`src/rtl/alu_seq_ctrl.sv`:
```
// alu_seq_ctrl: multi-cycle sequencer wrapped around an external combinational ALU.
// It builds N-bit shifts and an unsigned shift-add multiply out of repeated single ALU
// passes. Intermediate values are kept in local registers.
//
// Ports:
//   clk, reset             clock (rising edge), asynchronous active-high reset
//   req_valid/req_ready    request handshake; req_ready is high only in IDLE
//   req_op                 00 SHL-N, 01 SHR-N, 10 MUL, 11 PASS
//   req_a, req_b           operand A; shift amount (low shamt_w bits) or multiplier
//   resp_valid/resp_ready  response handshake; resp_valid is high only in DONE
//   resp_data, resp_ovf    result and overflow / lost-bit flag
//   busy                   high in any state other than IDLE
//   alu_a, alu_b, alu_ctrl ALU operands and opcode (0001 ADD, 0110 SHL, 0111 SHR, 0000 idle)
//   alu_z, alu_overflow    ALU result and carry-out (carry-out is meaningful on ADD only)
module alu_seq_ctrl #(
    parameter int unsigned data_width = 32,
    parameter int unsigned shamt_w    = 5
) (
    input  logic                  clk,
    input  logic                  reset,
    input  logic                  req_valid,
    output logic                  req_ready,
    input  logic [1:0]            req_op,
    input  logic [data_width-1:0] req_a,
    input  logic [data_width-1:0] req_b,
    output logic                  resp_valid,
    input  logic                  resp_ready,
    output logic [data_width-1:0] resp_data,
    output logic                  resp_ovf,
    output logic                  busy,
    output logic [data_width-1:0] alu_a,
    output logic [data_width-1:0] alu_b,
    output logic [3:0]            alu_ctrl,
    input  logic [data_width-1:0] alu_z,
    input  logic                  alu_overflow
);

    localparam logic [3:0] AluIdle = 4'b0000;
    localparam logic [3:0] AluAdd  = 4'b0001;
    localparam logic [3:0] AluShl  = 4'b0110;
    localparam logic [3:0] AluShr  = 4'b0111;

    localparam logic [1:0] OpShl  = 2'b00;
    localparam logic [1:0] OpShr  = 2'b01;
    localparam logic [1:0] OpMul  = 2'b10;
    localparam logic [1:0] OpPass = 2'b11;

    localparam logic [shamt_w-1:0] CountOne = shamt_w'(1);

    typedef enum logic [2:0] {
        StIdle,
        StShift,
        StMulAdd,
        StMulShl,
        StDone
    } state_e;

    state_e state_q, state_d;

    logic [data_width-1:0] acc_q, acc_d;
    logic [data_width-1:0] mcand_q, mcand_d;
    logic [data_width-1:0] mplier_q, mplier_d;
    logic [shamt_w-1:0]    count_q, count_d;
    logic                  ovf_q, ovf_d;
    logic                  shr_q, shr_d;   // shift direction for the SHIFT state: 1 = right

    logic                  accept;
    logic [data_width-1:0] mplier_next;
    logic [shamt_w-1:0]    req_shamt;

    assign accept      = req_valid && (state_q == StIdle);
    assign mplier_next = mplier_q >> 1;
    assign req_shamt   = req_b[shamt_w-1:0];

    // State register
    always_ff @(posedge clk or posedge reset) begin
        if (reset) begin
            state_q <= StIdle;
        end else begin
            state_q <= state_d;
        end
    end

    // Next-state logic
    always_comb begin
        state_d = state_q;
        unique case (state_q)
            StIdle: begin
                if (accept) begin
                    unique case (req_op)
                        OpShl, OpShr: state_d = (req_shamt == '0) ? StDone : StShift;
                        OpMul:        state_d = (req_b == '0) ? StDone : StMulAdd;
                        OpPass:       state_d = StDone;
                        default:      state_d = StDone;
                    endcase
                end
            end
            StShift:  if (count_q == CountOne) state_d = StDone;
            StMulAdd: state_d = StMulShl;
            StMulShl: state_d = (mplier_next == '0) ? StDone : StMulAdd;
            StDone:   if (resp_ready) state_d = StIdle;
            default:  state_d = StIdle;
        endcase
    end

    // Output logic: handshake signals and ALU drive
    always_comb begin
        req_ready  = (state_q == StIdle);
        busy       = (state_q != StIdle);
        resp_valid = (state_q == StDone);
        resp_data  = (state_q == StDone) ? acc_q : '0;
        resp_ovf   = (state_q == StDone) ? ovf_q : 1'b0;
        alu_a      = '0;
        alu_b      = '0;
        alu_ctrl   = AluIdle;
        unique case (state_q)
            StShift: begin
                alu_a    = acc_q;
                alu_ctrl = shr_q ? AluShr : AluShl;
            end
            StMulAdd: begin
                // A zero multiplier bit skips the add, so the ALU is left idle.
                if (mplier_q[0]) begin
                    alu_a    = acc_q;
                    alu_b    = mcand_q;
                    alu_ctrl = AluAdd;
                end
            end
            StMulShl: begin
                alu_a    = mcand_q;
                alu_ctrl = AluShl;
            end
            default: ;
        endcase
    end

    // Datapath next-state
    always_comb begin
        acc_d    = acc_q;
        mcand_d  = mcand_q;
        mplier_d = mplier_q;
        count_d  = count_q;
        ovf_d    = ovf_q;
        shr_d    = shr_q;
        unique case (state_q)
            StIdle: begin
                if (accept) begin
                    ovf_d = 1'b0;
                    unique case (req_op)
                        OpShl, OpShr: begin
                            acc_d   = req_a;
                            count_d = req_shamt;
                            shr_d   = req_op[0];
                        end
                        OpMul: begin
                            acc_d    = '0;
                            mcand_d  = req_a;
                            mplier_d = req_b;
                        end
                        default: acc_d = req_a;
                    endcase
                end
            end
            StShift: begin
                acc_d   = alu_z;
                count_d = count_q - CountOne;
                if (!shr_q) ovf_d = ovf_q | acc_q[data_width-1];
            end
            StMulAdd: begin
                if (mplier_q[0]) begin
                    acc_d = alu_z;
                    ovf_d = ovf_q | alu_overflow;
                end
            end
            StMulShl: begin
                mcand_d  = alu_z;
                mplier_d = mplier_next;
                // The bit shifted out of mcand would still be added by a later multiplier bit.
                if (mcand_q[data_width-1] && (mplier_next != '0)) ovf_d = 1'b1;
            end
            default: ;
        endcase
    end

    // Datapath registers
    always_ff @(posedge clk or posedge reset) begin
        if (reset) begin
            acc_q    <= '0;
            mcand_q  <= '0;
            mplier_q <= '0;
            count_q  <= '0;
            ovf_q    <= 1'b0;
            shr_q    <= 1'b0;
        end else begin
            acc_q    <= acc_d;
            mcand_q  <= mcand_d;
            mplier_q <= mplier_d;
            count_q  <= count_d;
            ovf_q    <= ovf_d;
            shr_q    <= shr_d;
        end
    end

endmodule

```
`config.mk`:
```
export PLATFORM = sky130hd
export DESIGN_NAME = alu_seq_ctrl
export DESIGN_NICKNAME = d
export VERILOG_FILES = /design/src/rtl/alu_seq_ctrl.sv
export SDC_FILE = /design/constraint.sdc
export NUM_CORES = 1
export LEC_CHECK = 0
export BUFFER_PORTS_ARGS = -buffer_cell sky130_fd_sc_hd__buf_2
export CAP_MARGIN = 20
export CORE_MARGIN = 2
export CORE_UTILIZATION = 41
export CTS_CLUSTER_DIAMETER = 150
export DETAILED_ROUTE_END_ITERATION = 10
export GPL_TIMING_DRIVEN = 1
export PLACE_DENSITY_LB_ADDON = 0.12
export REMOVE_ABC_BUFFERS = 1
export SYNTH_ARGS = -nofsm -noshare
export SYNTH_HDL_FRONTEND = slang
export SYNTH_SLANG_ARGS = --single-unit
```
`constraint.sdc`:
```
create_clock -name clk -period 9.19 [get_ports clk]
set_clock_uncertainty 0.15 [all_clocks]
set_input_delay 2.757 -clock clk [delete_from_list [all_inputs] [get_ports clk]]
set_output_delay 2.757 -clock clk [all_outputs]
set_load 0.02 [all_outputs]
```
==> results.yml <==
power_and_ir_drop:
  p_clk_frac: 0.148
  net-switching-power_mw: 1.27
  power.internal_mw: 1.72
  worst_case_vdd_ir_drop_mv: 0.143
  powerDensity_nw_per_um2: 375
  total_leakage_power_nw: 3.73
  p_seq_frac: 0.319
  switching_share: 0.426
  power_frac_comb: 0.533
cts:
  cts-root-to-sink-buffers: 2
  post_cts_resize_count: 0
  worst_skew_pair.late_latency_ns: 0.35
  cts_tree: "yes"
  cts-htree-levels: 3
  clock-sinks: 106
  clk_transition_reported_paths_ns: 0.07
  cts_buffers: 9
  postCtsHoldBufs: 0
  clock-root-buffer: "clkbuf_16"
  setup_fix_buffers_added_after_clock_tree_synthesis: 0
layout:
  nFillCells: 1465
  ff_latch_area_um2: 2650
  multi_input_gate_area_in_the_final_layout_um2: 3530
  final_util: 0.520
  drive_above_1_share: 0.467
  highest_count_cells_in_the_layout_ignoring_fill_and_taps: "205 x buf_2, 105 x dfrtp_1, 97 x mux2_2"
  layout.nets: 890
  synth_to_final_area_change_pct: 23.2
  commonest_non_fill_non_tap_cell_in_the_layout: "buf_2"
  final_design_instance_area_without_fill_um2: 7970
logic_synthesis:
  postSynthRegisterBits: 106
  synthesis.area_um2: 6460
  ys_seq_area_frac: 0.410
  number_of_enable_type_register_cells_in_the_synthesized_netlist: 0
  postSynthCellCount: 610
  average_cell_area_after_synthesis_um2: 10.6
  yosysWarnings: 0
  synth_ff_type: "dfrtp_1"
  synth_cell_types: 45
  asyncSetResetFlopFracSynth: 1.00
global_route:
  number_of_global_route_vias_before_repair: 5585
  antenna_found_initial: 4
  grt_remaining_overflow: 0
  grt_use_total: 0.220
  wire_length_of_the_first_global_routing_pass_mm: 29.0
  largest_net_degree_at_the_start_of_global_routing: 65
floorplan:
  io_pins: 207
  floorplan.rows: 45
  floorplan_die_height_um: 130
  die_area_um2: 16800
  coreArea_um2: 15300
  die_x_um: 130
  initial_core_util: 0.422
sta:
  rsz_0062_raised_after_global_routing: "false"
  layout_worst_path_cycle_share: 0.640
  setup_viol_count_final: 0
  slew_at_the_pin_closest_to_its_max_slew_limit_ns: 1.08
  final_hold_viol_count: 0
  worst_slew_margin_rel: 0.276
  max_freq_mhz: 170
  fin_crit_ns: 5.88
  finalWorstSetupSlack_ns: 3.31
  tns_ns: 0
  final_layout_worst_hold_slack_ns: 0.363
  final_max_slew_viol_count: 0
worst_setup_path:
  setup.worst_path.start_class: "flip-flop"
  cp_data_required_time_ns: 6.28
  cp.arrival_ns: 2.97
  timing.critical_path.to_type: "primary output"
  critical_path_class: "flip-flop to primary output"
  worstPathMaxFanout: 42
status:
  outcome: "finished, final reports clean"
drt:
  wl_per_cell_um: 18.3
  count_of_vias_placed_by_the_detailed_router: 5502
  detailedRoute.firstPassIterationCount: 4
  postRouteAntennaNets: 0
  drt_first_iter_violations: 295
  routed_wire_length_mm: 18.4
  detail_route.drc_violations: 0
  viasPerCell: 5.47
place:
  place_ws_ns: 3.71
  dpl.hpwl_mm: 13.0
  dpl_cell_area_um2: 7570
  buffer_ports.inserted: 205
  place.gp.congestion: 0.813
flow_run:
  max-cap-violations: 0
hold_path:
  min_path_type: "flip-flop to flip-flop"
==> cell families after synthesis <==
group                      count (synthesis)  synth area share
DFF                                      106             0.410
and+or+nand+nor                          189             0.154
AOI/OAI and AO/OA                        119             0.137
other                                      1          0.000580
xor gates and xnor gates                   1           0.00135
buffers and inverters                     62            0.0501
adders and majority gates                  2           0.00387
muxes                                    130             0.243
==> final timing paths <==
check | slack, ns | from | end | cells after the start
max | 3.31 | state_q[2] | resp_data[13] | 4
min | 0.36 | mcand_q[22] | mcand_q[22] | 1
max reg2reg | 6.14 | state_q[2] | mcand_q[24] | 5
min reg2reg | 0.36 | mcand_q[22] | mcand_q[22] | 1
max in group asynchronous | 5.36 | reset | mcand_q[3] | 3
min in group asynchronous | 2.35 | reset | mplier_q[20] | 2
==> synthesized netlist by cell type, types with 2 or more instances <==
library cell	number	area, µm²
mux2i_1	3	30.0
inv_1	11	41.3
a21oi_1	6	30.0
nor2b_1	2	12.5
a31oi_1	32	200
mux2_1	3	33.8
and2_1	67	419
nand4_1	5	31.3
a22o_1	32	280
o211ai_1	34	255
nor3_1	7	35.0
buf_4	3	22.5
buf_6	7	78.8
nor2_1	38	143
clkbuf_1	19	71.3
dfrtp_1	106	2650
nand2_1	41	154
mux2_2	97	1090
o22ai_1	3	18.8
o21ai_0	3	15.0
buf_2	22	110
nand3_1	4	20.0
nor3b_1	2	15.0
ha_1	2	25.0
mux2_4	26	390
nand2b_1	3	18.8
nor4_1	14	87.6
==> power groups by stage <==
stage          logic, mW  registers (mW)  clock network, mW
2_1_floorplan       1.21           0.866                  0
3_3_place_gp        1.57           0.946                  0
3_5_place_dp        1.60           0.958                  0
4_1_cts             1.60           0.951              0.455
5_1_grt             1.75           0.990              0.471
6_report            1.59           0.953              0.443
==> critical path: stages, from the launching register on <==
cell and delay, ns:
dfrtp_2 0.93, nor3b_2 0.99, buf_4 0.36, and2_1 0.16, buf_2 0.16
==> final cells by class <==
type / count / share of cell area
Multi-Input combinational cell: 442 / 0.443
Sequential cell: 106 / 0.333
Timing Repair Buffer: 215 / 0.141
Tap cell: 211 / 0.0331
Clock buffer: 10 / 0.0287
Clock inverter: 6 / 0.0144
Inverter: 11 / 0.00550
Antenna cell: 4 / 0.00126
==> registers in the layout, indices dropped and copies added (netlist names) <==
| signal | cells |
|---|---|
| mcand_q | 32 |
| state_q | 3 |
| mplier_q | 32 |
| acc_q | 32 |
| shr_q | 1 |
| ovf_q | 1 |
| count_q | 5 |
==> routing by layer <==
| metal | GRT usage | vias to the layer above | wire length [µm] | share of wire |
|---|---|---|---|---|
| met3 | 0.0541 | 16 | 1160 | 0.063 |
| met1 | 0.278 | 2745 | 7890 | 0.43 |
| met2 | 0.374 | 163 | 9080 | 0.49 |
| met4 | 0.0683 | 0 | 308 | 0.017 |
| met5 | 0 | - | 0 | 0 |
| li1 | - | 2578 | - | - |
==> stage by stage <==
step                power [mW]  std cells
floorplan                 2.07        559
global placement          2.51        983
detailed placement        2.56        983
CTS                       3.01        999
global route              3.21       1004
finish                    2.99       1005
(Power assumes the default switching activity.)
